### src/rtl/alu_issue_ctrl.sv
// Issue controller for a combinational ALU: decodes op/funct, holds operands
// stable for a settle window, then returns y/zero and the branch decision.
module alu_issue_ctrl #(
    parameter int unsigned SETTLE_CYCLES = 1,
    parameter int unsigned WIDTH         = 32
) (
    input  logic             clk,
    input  logic             rst_n,
    input  logic             req_valid,
    output logic             req_ready,
    input  logic [1:0]       req_alu_op,
    input  logic [5:0]       req_funct,
    input  logic             req_bne,
    input  logic [WIDTH-1:0] req_a,
    input  logic [WIDTH-1:0] req_b,
    output logic [WIDTH-1:0] alu_a,
    output logic [WIDTH-1:0] alu_b,
    output logic [2:0]       alu_ctrl,
    input  logic [WIDTH-1:0] alu_y,
    input  logic             alu_zero,
    output logic             rsp_valid,
    input  logic             rsp_ready,
    output logic [WIDTH-1:0] rsp_result,
    output logic             rsp_zero,
    output logic             rsp_taken,
    output logic             rsp_illegal
);

    localparam logic [2:0] CTRL_AND = 3'b000;
    localparam logic [2:0] CTRL_OR  = 3'b001;
    localparam logic [2:0] CTRL_ADD = 3'b010;
    localparam logic [2:0] CTRL_SUB = 3'b110;
    localparam logic [2:0] CTRL_SLT = 3'b111;

    localparam logic [3:0] SETTLE_LOAD = 4'(SETTLE_CYCLES - 1);

    typedef enum logic [1:0] {
        ST_IDLE = 2'd0,
        ST_EXEC = 2'd1,
        ST_RESP = 2'd2
    } state_t;

    // Returns {illegal, ctrl}; undecodable requests fall back to ADD so the ALU sees a known code.
    function automatic logic [3:0] decode_ctrl(input logic [1:0] alu_op, input logic [5:0] funct);
        logic [3:0] res;
        case (alu_op)
            2'b00:   res = {1'b0, CTRL_ADD};
            2'b01:   res = {1'b0, CTRL_SUB};
            2'b10: begin
                case (funct)
                    6'b100000: res = {1'b0, CTRL_ADD};
                    6'b100010: res = {1'b0, CTRL_SUB};
                    6'b100100: res = {1'b0, CTRL_AND};
                    6'b100101: res = {1'b0, CTRL_OR};
                    6'b101010: res = {1'b0, CTRL_SLT};
                    default:   res = {1'b1, CTRL_ADD};
                endcase
            end
            default: res = {1'b1, CTRL_ADD};
        endcase
        return res;
    endfunction

    state_t     state_r;
    logic [3:0] cnt_r;
    logic       bne_r;
    logic       branch_r;
    logic       illegal_r;
    logic [3:0] dec_s;
    logic       dec_illegal_s;
    logic [2:0] dec_ctrl_s;

    // Decode of the incoming request, consumed only on the accept edge.
    always_comb begin
        dec_s         = decode_ctrl(req_alu_op, req_funct);
        dec_illegal_s = dec_s[3];
        dec_ctrl_s    = dec_s[2:0];
    end

    // Issue FSM: accept, hold ALU inputs for the settle window, capture, hand back.
    always_ff @(posedge clk) begin
        if (!rst_n) begin
            state_r     <= ST_IDLE;
            cnt_r       <= 4'd0;
            bne_r       <= 1'b0;
            branch_r    <= 1'b0;
            illegal_r   <= 1'b0;
            req_ready   <= 1'b1;
            alu_a       <= '0;
            alu_b       <= '0;
            alu_ctrl    <= CTRL_ADD;
            rsp_valid   <= 1'b0;
            rsp_result  <= '0;
            rsp_zero    <= 1'b0;
            rsp_taken   <= 1'b0;
            rsp_illegal <= 1'b0;
        end else begin
            case (state_r)
                ST_IDLE: begin
                    if (req_valid) begin
                        alu_a     <= req_a;
                        alu_b     <= req_b;
                        alu_ctrl  <= dec_ctrl_s;
                        bne_r     <= req_bne;
                        branch_r  <= (req_alu_op == 2'b01);
                        illegal_r <= dec_illegal_s;
                        cnt_r     <= SETTLE_LOAD;
                        req_ready <= 1'b0;
                        state_r   <= ST_EXEC;
                    end
                end
                ST_EXEC: begin
                    if (cnt_r == 4'd0) begin
                        rsp_result  <= illegal_r ? '0 : alu_y;
                        rsp_zero    <= illegal_r ? 1'b0 : alu_zero;
                        rsp_taken   <= !illegal_r && branch_r && (alu_zero ^ bne_r);
                        rsp_illegal <= illegal_r;
                        rsp_valid   <= 1'b1;
                        state_r     <= ST_RESP;
                    end else begin
                        cnt_r <= cnt_r - 4'd1;
                    end
                end
                ST_RESP: begin
                    // Returning to IDLE here means a new request can only be taken next cycle.
                    if (rsp_ready) begin
                        rsp_valid <= 1'b0;
                        req_ready <= 1'b1;
                        state_r   <= ST_IDLE;
                    end
                end
                default: begin
                    rsp_valid <= 1'b0;
                    req_ready <= 1'b1;
                    cnt_r     <= 4'd0;
                    state_r   <= ST_IDLE;
                end
            endcase
        end
    end

endmodule

### config.mk
export PLATFORM = sky130hd
export DESIGN_NAME = alu_issue_ctrl
export DESIGN_NICKNAME = d
export VERILOG_FILES = /design/src/rtl/alu_issue_ctrl.sv
export SDC_FILE = /design/constraint.sdc
export NUM_CORES = 1
export LEC_CHECK = 0
export CAP_MARGIN = 15
export CORE_AREA = 2 2 93 140
export CTS_BUF_LIST = sky130_fd_sc_hd__clkbuf_4 sky130_fd_sc_hd__clkbuf_8
export DETAILED_ROUTE_END_ITERATION = 7
export DIE_AREA = 0 0 95 142
export HOLD_SLACK_MARGIN = 0.08
export PLACE_DENSITY = 0.77
export SKIP_LAST_GASP = 1
export SLEW_MARGIN = 40
export SYNTH_ARGS = -nofsm -noshare
export SYNTH_HDL_FRONTEND = slang
export SYNTH_SLANG_ARGS = --single-unit
### constraint.sdc
create_clock -name clk -period 1.56 [get_ports clk]
set_input_delay 0.312 -clock clk [delete_from_list [all_inputs] [get_ports clk]]
set_output_delay 0.312 -clock clk [all_outputs]
set_load 0.005 [all_outputs]
Yosys cells after proc, flatten, opt, wreduce, memory -nomap -nowiden --
Cells that the tools add are included.
Storage, ports and cells: memories kept 0, RAM bits 0, bits in latches 0, ROM bits 0, input bits 110, register bits 113, word-level logic and storage cells 61, output and inout port bits 104
Operators by class: magnitude comparators 0, reduce and logical (&&, ||, !) cells 12, shift-type cells 0, $add $sub $neg 1, bitwise logic cells 4, multipliers 0, div/mod/pow operators 0, muxes and demuxes 17, equality and inequality tests 13
Operators with widths (number):
- $mux 32 | 1
- $eq 6x6->1 const B | 5
- $pmux 4 s3 | 2
- $pmux 4 s5 | 1
- $reduce_and 3->1 | 4
- $mux 4 | 2
- $ne 2x2->1 const B | 4
- $mux 2 | 3
- $pmux 1 s3 | 2
- $pmux 2 s3 | 1
- $mux 1 | 5
- $eq 2x1->1 const B | 2
- $eq 2x2->1 const B | 2
- $logic_not 2->1 | 2
- $logic_not 4->1 | 1
- $reduce_and 2->1 | 2
- $sub 4x1->4 const B | 1
- $not 1->1 | 3
- $logic_and 1x1->1 | 2
- $logic_not 1->1 | 1
- $xor 1x1->1 | 1

Depth between registers and ports, before layout --
Gate-level depths: netlist (run 1).
depth after elaboration 3, depth in mapped cells 7, mapped depth without buffers 6

Least setup slack after synthesis (run 1) --
OpenSTA, ideal clock, no wires.
path type reg2reg, from register cnt_r[0], to register rsp_result[13], arrival 1.492 ns, buffers on the path 1, library setup time 0.066 ns, cell stages (with the launch flop) 8, path slack 0.002 ns, required time 1.494 ns, clock period less this slack 1.558 ns, path through dfxtp_1 inv_1 ha_1 nand2_1 nor4_4 buf_6 nand3b_1 a21boi_2
On the way: cells in the longest elaborated chain, start to end 2
RTL lines:
- start: declaration | line 65 | logic [3:0] cnt_r;
- start signal: assignment | line 121 | cnt_r <= cnt_r - 4'd1;
- $logic_not 4->1 | line 113 | if (cnt_r == 4'd0) begin
- $reduce_and 2->1 (no source line)
- end signal: assignment | line 114 | rsp_result <= illegal_r ? '0 : alu_y;
- end: declaration | line 23 | output logic [WIDTH-1:0] rsp_result,
Every way passes these cells. A chain may end at the register's enable or synchronous reset.

Final worst setup path (run 1) --
from register cnt_r[0], to register rsp_result[4]
The elaborated chain is that of the path after synthesis.

==> results of run 1 <==
==> kinds of logic (layout without fill, tap and decap cells) <==
family	after synthesis	count (layout)
flops	113	113
mux	1	1
buf+inv	44	284
simple gates	242	242
compound gates	120	120
fa+ha+maj	1	1
xor+xnor	2	2
==> power by group through the flow <==
stage / sequential [mW] / combinational [mW] / clock, mW
finish: 3.60 / 2.96 / 2.99
global route: 3.66 / 3.26 / 3.22
CTS: 3.60 / 2.76 / 3.06
detailed placement: 3.65 / 2.99 / 0
global placement: 3.62 / 2.92 / 0
floorplan: 3.63 / 1.37 / 0
==> registers in the layout, summed over array words and instances (netlist names) <==
| register | count |
|---|---|
| branch_r | 1 |
| alu_a | 32 |
| illegal_r | 1 |
| rsp_taken | 1 |
| alu_b | 32 |
| req_ready | 1 |
| bne_r | 1 |
| rsp_valid | 1 |
| rsp_result | 32 |
| rsp_zero | 1 |
| alu_ctrl | 3 |
| state_r | 2 |
| cnt_r | 4 |
| rsp_illegal | 1 |
==> synth_stat cells, drive strengths merged <==
cell / number / area, sq um
a32oi: 1 / 8.76
nor4b: 1 / 8.76
nand4bb: 1 / 11.3
o22ai: 3 / 18.8
buf: 25 / 150
nor3b: 2 / 15.0
nor4bb: 1 / 10.0
nand2b: 3 / 18.8
xnor2: 1 / 8.76
nand3: 6 / 30.0
mux2i: 1 / 10.0
a21oi: 2 / 10.0
nand3b: 34 / 270
o31ai: 1 / 7.51
o21a: 1 / 7.51
xor2: 1 / 8.76
a31oi: 1 / 6.26
o41ai: 1 / 8.76
nand4b: 1 / 8.76
dfxtp: 113 / 2260
or3: 1 / 7.51
nand4: 1 / 6.26
nand2: 175 / 657
nor2: 8 / 30.0
ha: 1 / 12.5
clkbuf: 15 / 56.3
a21boi: 103 / 811
and2b: 1 / 7.51
a41oi: 1 / 8.76
nor3: 5 / 25.0
inv: 4 / 15.0
nor2b: 1 / 6.26
o21ai: 5 / 25.0
a311oi: 1 / 8.76
nor4: 1 / 21.3
==> worst max path at each step <==
stage                               from              to  cells past startpoint
after floorplan                 cnt_r[0]  rsp_result[13]                      7
after global placement         req_valid        cnt_r[3]                      5
after detailed placement       req_valid       alu_a[10]                      6
after global routing            cnt_r[0]   rsp_result[4]                      8
final                           cnt_r[0]   rsp_result[4]                      8
after CTS                 rsp_result[31]  rsp_result[31]                      1
==> metal layers <==
metal  global-route usage, %  vias to the layer above
met4                    6.71                        0
met5                       0                        -
li1                        -                     2201
met2                    34.5                      165
met1                    20.4                     2000
met3                    6.57                       20
==> stage by stage <==
step | hold WS, ps | area (sq um) | utilization, %
finish | 193 | 7460 | 60.5
global route | 192 | 7460 | 60.5
CTS | 164 | 7350 | 59.6
detailed placement | 444 | 7010 | 56.9
global placement | 438 | 7010 | 56.9
floorplan | 444 | 4580 | -
==> layout make-up <==
| class | count | area [sq um] | share of cell area (%) |
|---|---|---|---|
| flip-flops and latches | 113 | 2300 | 30.9 |
| repair buffers | 248 | 2390 | 32.1 |
| inverters | 4 | 15.0 | 0.201 |
| multi-input cells | 366 | 2120 | 28.4 |
| clock inverters | 15 | 198 | 2.65 |
| clock buffers | 17 | 234 | 3.14 |
| well taps | 156 | 195 | 2.62 |
==> repair_timing <==
| item | in CTS | in global routing |
|---|---|---|
| gates cloned | 0 | 3 |
| setup buffers | 0 | 3 |
| pin swaps | 0 | 37 |
| endpoints found under the setup margin | 114 | 55 |
| gates resized for setup | 136 | 15 |
| hold endpoints to repair | 0 | 0 |
==> layout by cell type, fill, tap and decap left out, types with 2 or more instances in the layout <==
| cell | Yosys | final |
|---|---|---|
| dfxtp_1 | 113 | 79 |
| nand2_1 | 175 | 174 |
| dlygate4sd2_1 | 0 | 103 |
| a21boi_1 | 20 | 26 |
| clkbuf_8 | 0 | 17 |
| inv_8 | 0 | 3 |
| nand3b_2 | 4 | 4 |
| clkbuf_16 | 0 | 2 |
| inv_1 | 4 | 2 |
| dfxtp_2 | 0 | 34 |
| clkdlybuf4s50_1 | 0 | 108 |
| a21oi_1 | 2 | 2 |
| a21boi_2 | 10 | 10 |
| nor3_1 | 5 | 5 |
| a21boi_0 | 73 | 67 |
| o21ai_0 | 4 | 4 |
| nand2b_1 | 3 | 2 |
| nand3_1 | 6 | 6 |
| buf_12 | 0 | 7 |
| inv_6 | 0 | 6 |
| inv_2 | 0 | 2 |
| buf_4 | 0 | 24 |
| buf_6 | 4 | 2 |
| nor2_1 | 8 | 8 |
| nand3b_1 | 30 | 30 |
| o22ai_1 | 3 | 3 |
| bufinv_16 | 0 | 3 |
==> metrics, run 1 <==
min Tclk post-route about 1600 ps; Finished Layout Cells ~900; Die Area between 10,000 and 15,000 sq um; cell area after synthesis about 4600 sq um; Relative slew margins between 70% and 80%; register area share after synthesis 49.4%; Post-Synth Adder-Cell Area 0.273%; top layer in use met4; gp weighted congestion roughly 0.75; CTS buffer count 17; worst-margin pin slew 441 ps; CTS clk-pin slew, worst paths 80 ps; main combinational cell family by area after synthesis simple AND/OR/NAND/NOR gates; initial antenna violation count 0; outcome complete, no violations; n_diodes 0; PwrDens approximately 1300 nW/um^2; Final nets around 860; unrepaired setup endpoints after global routing yes; Total Power 9.55 mW; worst hold start rst_n; Leakage 3.21 nW; type of destination of the critical path flop; Flop pwr share 37.7%; routed wl met3 1.12 mm; DR WL/cell approximately 14 microns; critical path buffer and inverter count 3; first-pass GRT wire length 20.5 mm; routed wl met2 6.86 mm; Port Buf Inserts approximately 210; Psw approximately 3 mW; initial DRC count between 150 and 200; Critical Path Slowest Stage Cell dfxtp_2; Post-Synth XOR/XNOR Area 0.383%; maximum VDD drop 0.805 mV; Post-CTS Hold Fix Bufs 0; CTS root buf clkbuf_8; Starting Density 37.1%; synthesized area per cell 8.75 sq um; hold path depth 2; Post-Syn Instances 523; CP delay by family, top buffers and inverters; met1 wire length 5.08 mm; CP cell instances inv_2 > ha_4 > nand2_4 > nor4_4 > buf_6 > clkbuf_16 > nand3b_1 > a21boi_1; mux cell area share after synthesis 0.219%; CTS tree built; Layout area overhead 63.0%; Slew Viols, Final 0; fin crit share 99.7%; DRT Pass-1 Iters 4; grt ovf 0; combinational share of power 31.0%; synth warn 0; Setup Crit Path Kind flop to flop; clock latency at the later pin of the worst-skew pair 410 ps; HPWL Detailed 9.39 mm; Setup WS pre-CTS -258 ps; r2r endpoint rsp_result[4]; top achievable clock speed roughly 640 MHz; total track usage 19.1%; net count after synthesis 634; Yosys cell types 40; vias in the first global route 4,403; pin count of the biggest net entering global routing 53; level count of the clock H-tree 4; Inst Count DP 881; Crit path arrival time between 1500 and 2000 ps; drt via density 4.77; die width roughly 95 microns; clk sinks 113; sw frac 31.2%; Die H 142 microns; crit-path max FO 8; R2R setup slack 5 ps; clk_skew ~7.1 ps; share of layout cells above drive strength 1 between 10% and 20%; min-delay worst type primary input to flop; Total Wirelength 13.3 mm; num rows 50; worst r2r src cnt_r[0]; Clk pwr share 31.3%; top-level I/O count 214; Clock Tree Buf Depth 2; endpoints failing setup 0; Core Area 12,300 sq um; via count about 4,400; reg2reg path depth 8; Max-cap violations 0; final worst slack 4.84 ps; post-synthesis compound-gate area fraction 20.1%; Hold Path End req_ready; setup_tns 0 ps; Fill cells ~1,100; Yosys reg bits 113; DRC violations left 0; Post-Synth Simple-Gate Area around a quarter; Critical Path Start Type flop; Routed Antenna Nets 0; CP max stage delay 330 ps; Pint 6.57 mW; Final Hold Fails 0; CP required roughly 1900 ps
Power figures use the tool's default switching activity.
==> run 2: changes to the inputs <==
--- a/config.mk
+++ b/config.mk
@@ -12,6 +12,7 @@
 export DIE_AREA = 0 0 95 142
 export HOLD_SLACK_MARGIN = 0.08
 export PLACE_DENSITY = 0.77
+export SETUP_SLACK_MARGIN = 0.4
 export SKIP_LAST_GASP = 1
 export SLEW_MARGIN = 40
 export SYNTH_ARGS = -nofsm -noshare
==> run 2 against run 1 <==
  * Setup slack better by 110 ps
  * Total power up 22%
  * Largest power group is now combinational logic
  * Clock-buffer cell count is 3 higher
  * Combinational power increased by 58%
  * Hold slack better by 56 ps
  * Highest routed layer unchanged
  * Clock skew increased by 5.7 ps
  * Flip-flop and latch count unchanged
  * Design area increased by 18%
  * First-iteration DRC count down 17%
  * Register-to-register slack improved by 110 ps
  * Sequential share of layout area shrank 3.6 points
==> metrics, run 2 (synthesis gave the netlist of run 1 again) <==
outcome complete, no violations; HPWL Detailed 9.57 mm (+1.9%); reg2reg path depth 8 (unchanged); Relative slew margins 71.6% (+1.4 points); CTS buffer count 17 (unchanged); share of layout cells above drive strength 1 52.0% (+36 points); clock latency at the later pin of the worst-skew pair 420 ps (about the same); CP required 1900 ps (about the same); r2r endpoint cnt_r[3]; maximum VDD drop 0.769 mV (-4.5%); min-delay worst type primary input to flop; Psw 3.56 mW (+19%); clk sinks 113 (unchanged); Total Wirelength 16.5 mm (+24%); Slew Viols, Final 0 (unchanged); gp weighted congestion 0.763 (+2.3%); worst r2r src cnt_r[1]; top achievable clock speed 693 MHz (+7.8%); endpoints failing setup 0 (unchanged); Inst Count DP 883 (+0.23%); Core Area 12,300 sq um (unchanged); first-pass GRT wire length 23.5 mm (+15%); Clk pwr share 27.9% (-3.4 points); Fill cells 904 (-16%); DRT Pass-1 Iters 5 (+1); Die H 142 microns (unchanged); Layout area overhead 92.1%; pin count of the biggest net entering global routing 67 (+26%); clk_skew 12.8 ps (+5.68 ps); Finished Layout Cells 977 (+6.3%); Final Hold Fails 0 (unchanged); Pint 8.13 mW (+24%); vias in the first global route 4,773 (+8.4%); CTS clk-pin slew, worst paths 70 ps (about the same); Max-cap violations 0 (unchanged); Leakage 3.70 nW (+15%); Clock Tree Buf Depth 2 (unchanged); Critical Path Start Type flop; n_diodes 0 (unchanged); CTS tree built; Setup Crit Path Kind flop to flop; Final nets 919 (+6.7%); via count 4,795 (+9.3%); hold path depth 2 (unchanged); Port Buf Inserts 213 (unchanged); initial DRC count 136 (-17%); type of destination of the critical path flop; DRC violations left 0 (unchanged); total track usage 22.4% (+3.2 points); Routed Antenna Nets 0 (unchanged); level count of the clock H-tree 4 (unchanged); unrepaired setup endpoints after global routing yes; Die Area 13,500 sq um (unchanged); worst hold start rst_n; num rows 50 (unchanged); worst-margin pin slew 420 ps (-20.9 ps); top-level I/O count 214 (unchanged); min Tclk post-route 1440 ps (-112 ps); Flop pwr share 32.0% (-5.7 points); Regs by FF count alu_a (32), alu_b (32), rsp_result (32); cell area after layout 8790 sq um (+18%); combinational share of power 40.1% (+9.1 points); PwrDens 1330 nW/um^2 (+3.8%); fin crit share 92.5% (-7.2 points); final core occ 71.4% (+11 points); Crit path arrival time 1790 ps (-90 ps); Placed Instance Area 7000 sq um (about the same); die width 95 microns (unchanged); drt via density 4.91 (+2.8%); CTS root buf clkbuf_8; commonest non-fill, non-tap cells in the layout nand2_1, clkdlybuf4s50_1, dfxtp_2; crit-path max FO 3 (-5); R2R setup slack 120 ps (+110 ps); initial antenna violation count 0 (unchanged); Starting Density 37.1% (unchanged); DR WL/cell 16.9 microns (+17%); Hold Path End req_ready; sw frac 30.5% (-0.75 points); grt ovf 0 (unchanged); commonest non-fill, non-tap cell in the layout nand2_1
## run 2: cell count changes in the layout (fill, tap and decap cells not counted), moves of 24 or more
cell,delta
a21boi_0,-67
a21boi_1,+47
buf_2,+30
buf_4,+24
buf_6,+90
dfxtp_1,-75
dfxtp_2,+73
dlygate4sd2_1,-103
nand2_1,-31
## run 2: critical path: stages (launching register included)
cell     delay [ps]
dfxtp_2         340
inv_2            50
ha_4            170
nand2_4          80
nor4_4           40
buf_6           160
buf_6           120
or3_4           320
a21oi_2         110
## run 2: per-stage QoR
stage | setup TNS (ps) | hold slack, ps | power (mW) | setup slack (ps)
finish | 0 | 249 | 11.7 | 117
global route | 0 | 228 | 12.3 | 42.6
CTS | 0 | 219 | 10.8 | 98.2
detailed placement | -18440 | 444 | 6.63 | -322
global placement | -15780 | 441 | 6.52 | -270
floorplan | 0 | 444 | 5.15 | 27.7
## run 2: final cells by class
type                            count  area [sq um]  share of cell area (%)
Clock buffer                       20           269                    3.06
Clock inverter                     12           205                    2.33
Inverter                            4          15.0                   0.171
Multi-Input combinational cell    367          2500                    28.5
Sequential cell                   113          2400                    27.3
Tap cell                          156           195                    2.22
Timing Repair Buffer              305          3200                    36.4
## run 2: worst max path at each step
stage | startpoint | endpoint | slack [ps] | cells past startpoint
2_1_floorplan | cnt_r[1] | rsp_result[13] | 30 | 7
3_3_place_gp | req_valid | alu_a[0] | -270 | 6
3_5_place_dp | req_valid | alu_a[3] | -320 | 6
4_1_cts | cnt_r[0] | cnt_r[3] | 100 | 8
5_1_grt | cnt_r[1] | rsp_zero | 40 | 9
6_report | cnt_r[1] | cnt_r[3] | 120 | 8
## run 2: routing by layer
metal / share of wire, % / up-vias / global-route usage [%]
met5: 0 / - / 0
met1: 36 / 2277 / 23.2
met4: 1.6 / 0 / 7.63
li1: - / 2321 / -
met3: 7.9 / 18 / 7.68
met2: 55 / 179 / 41.1
## run 2: power by group through the flow
stage	Sequential, mW	Combinational [mW]	Clock (mW)
2_1_floorplan	3.64	1.51	0
3_3_place_gp	3.63	2.90	0
3_5_place_dp	3.65	2.98	0
4_1_cts	3.68	3.85	3.32
5_1_grt	3.78	5.01	3.48
6_report	3.74	4.69	3.26
## run 2: timing repair
item	CTS	global route
endpoints found under the hold margin	0	0
buffers inserted	30	18
endpoints found under the setup margin	215	217
resized for setup	645	162
hold buffers	0	0
pin swaps	12	67
gates cloned	11	3
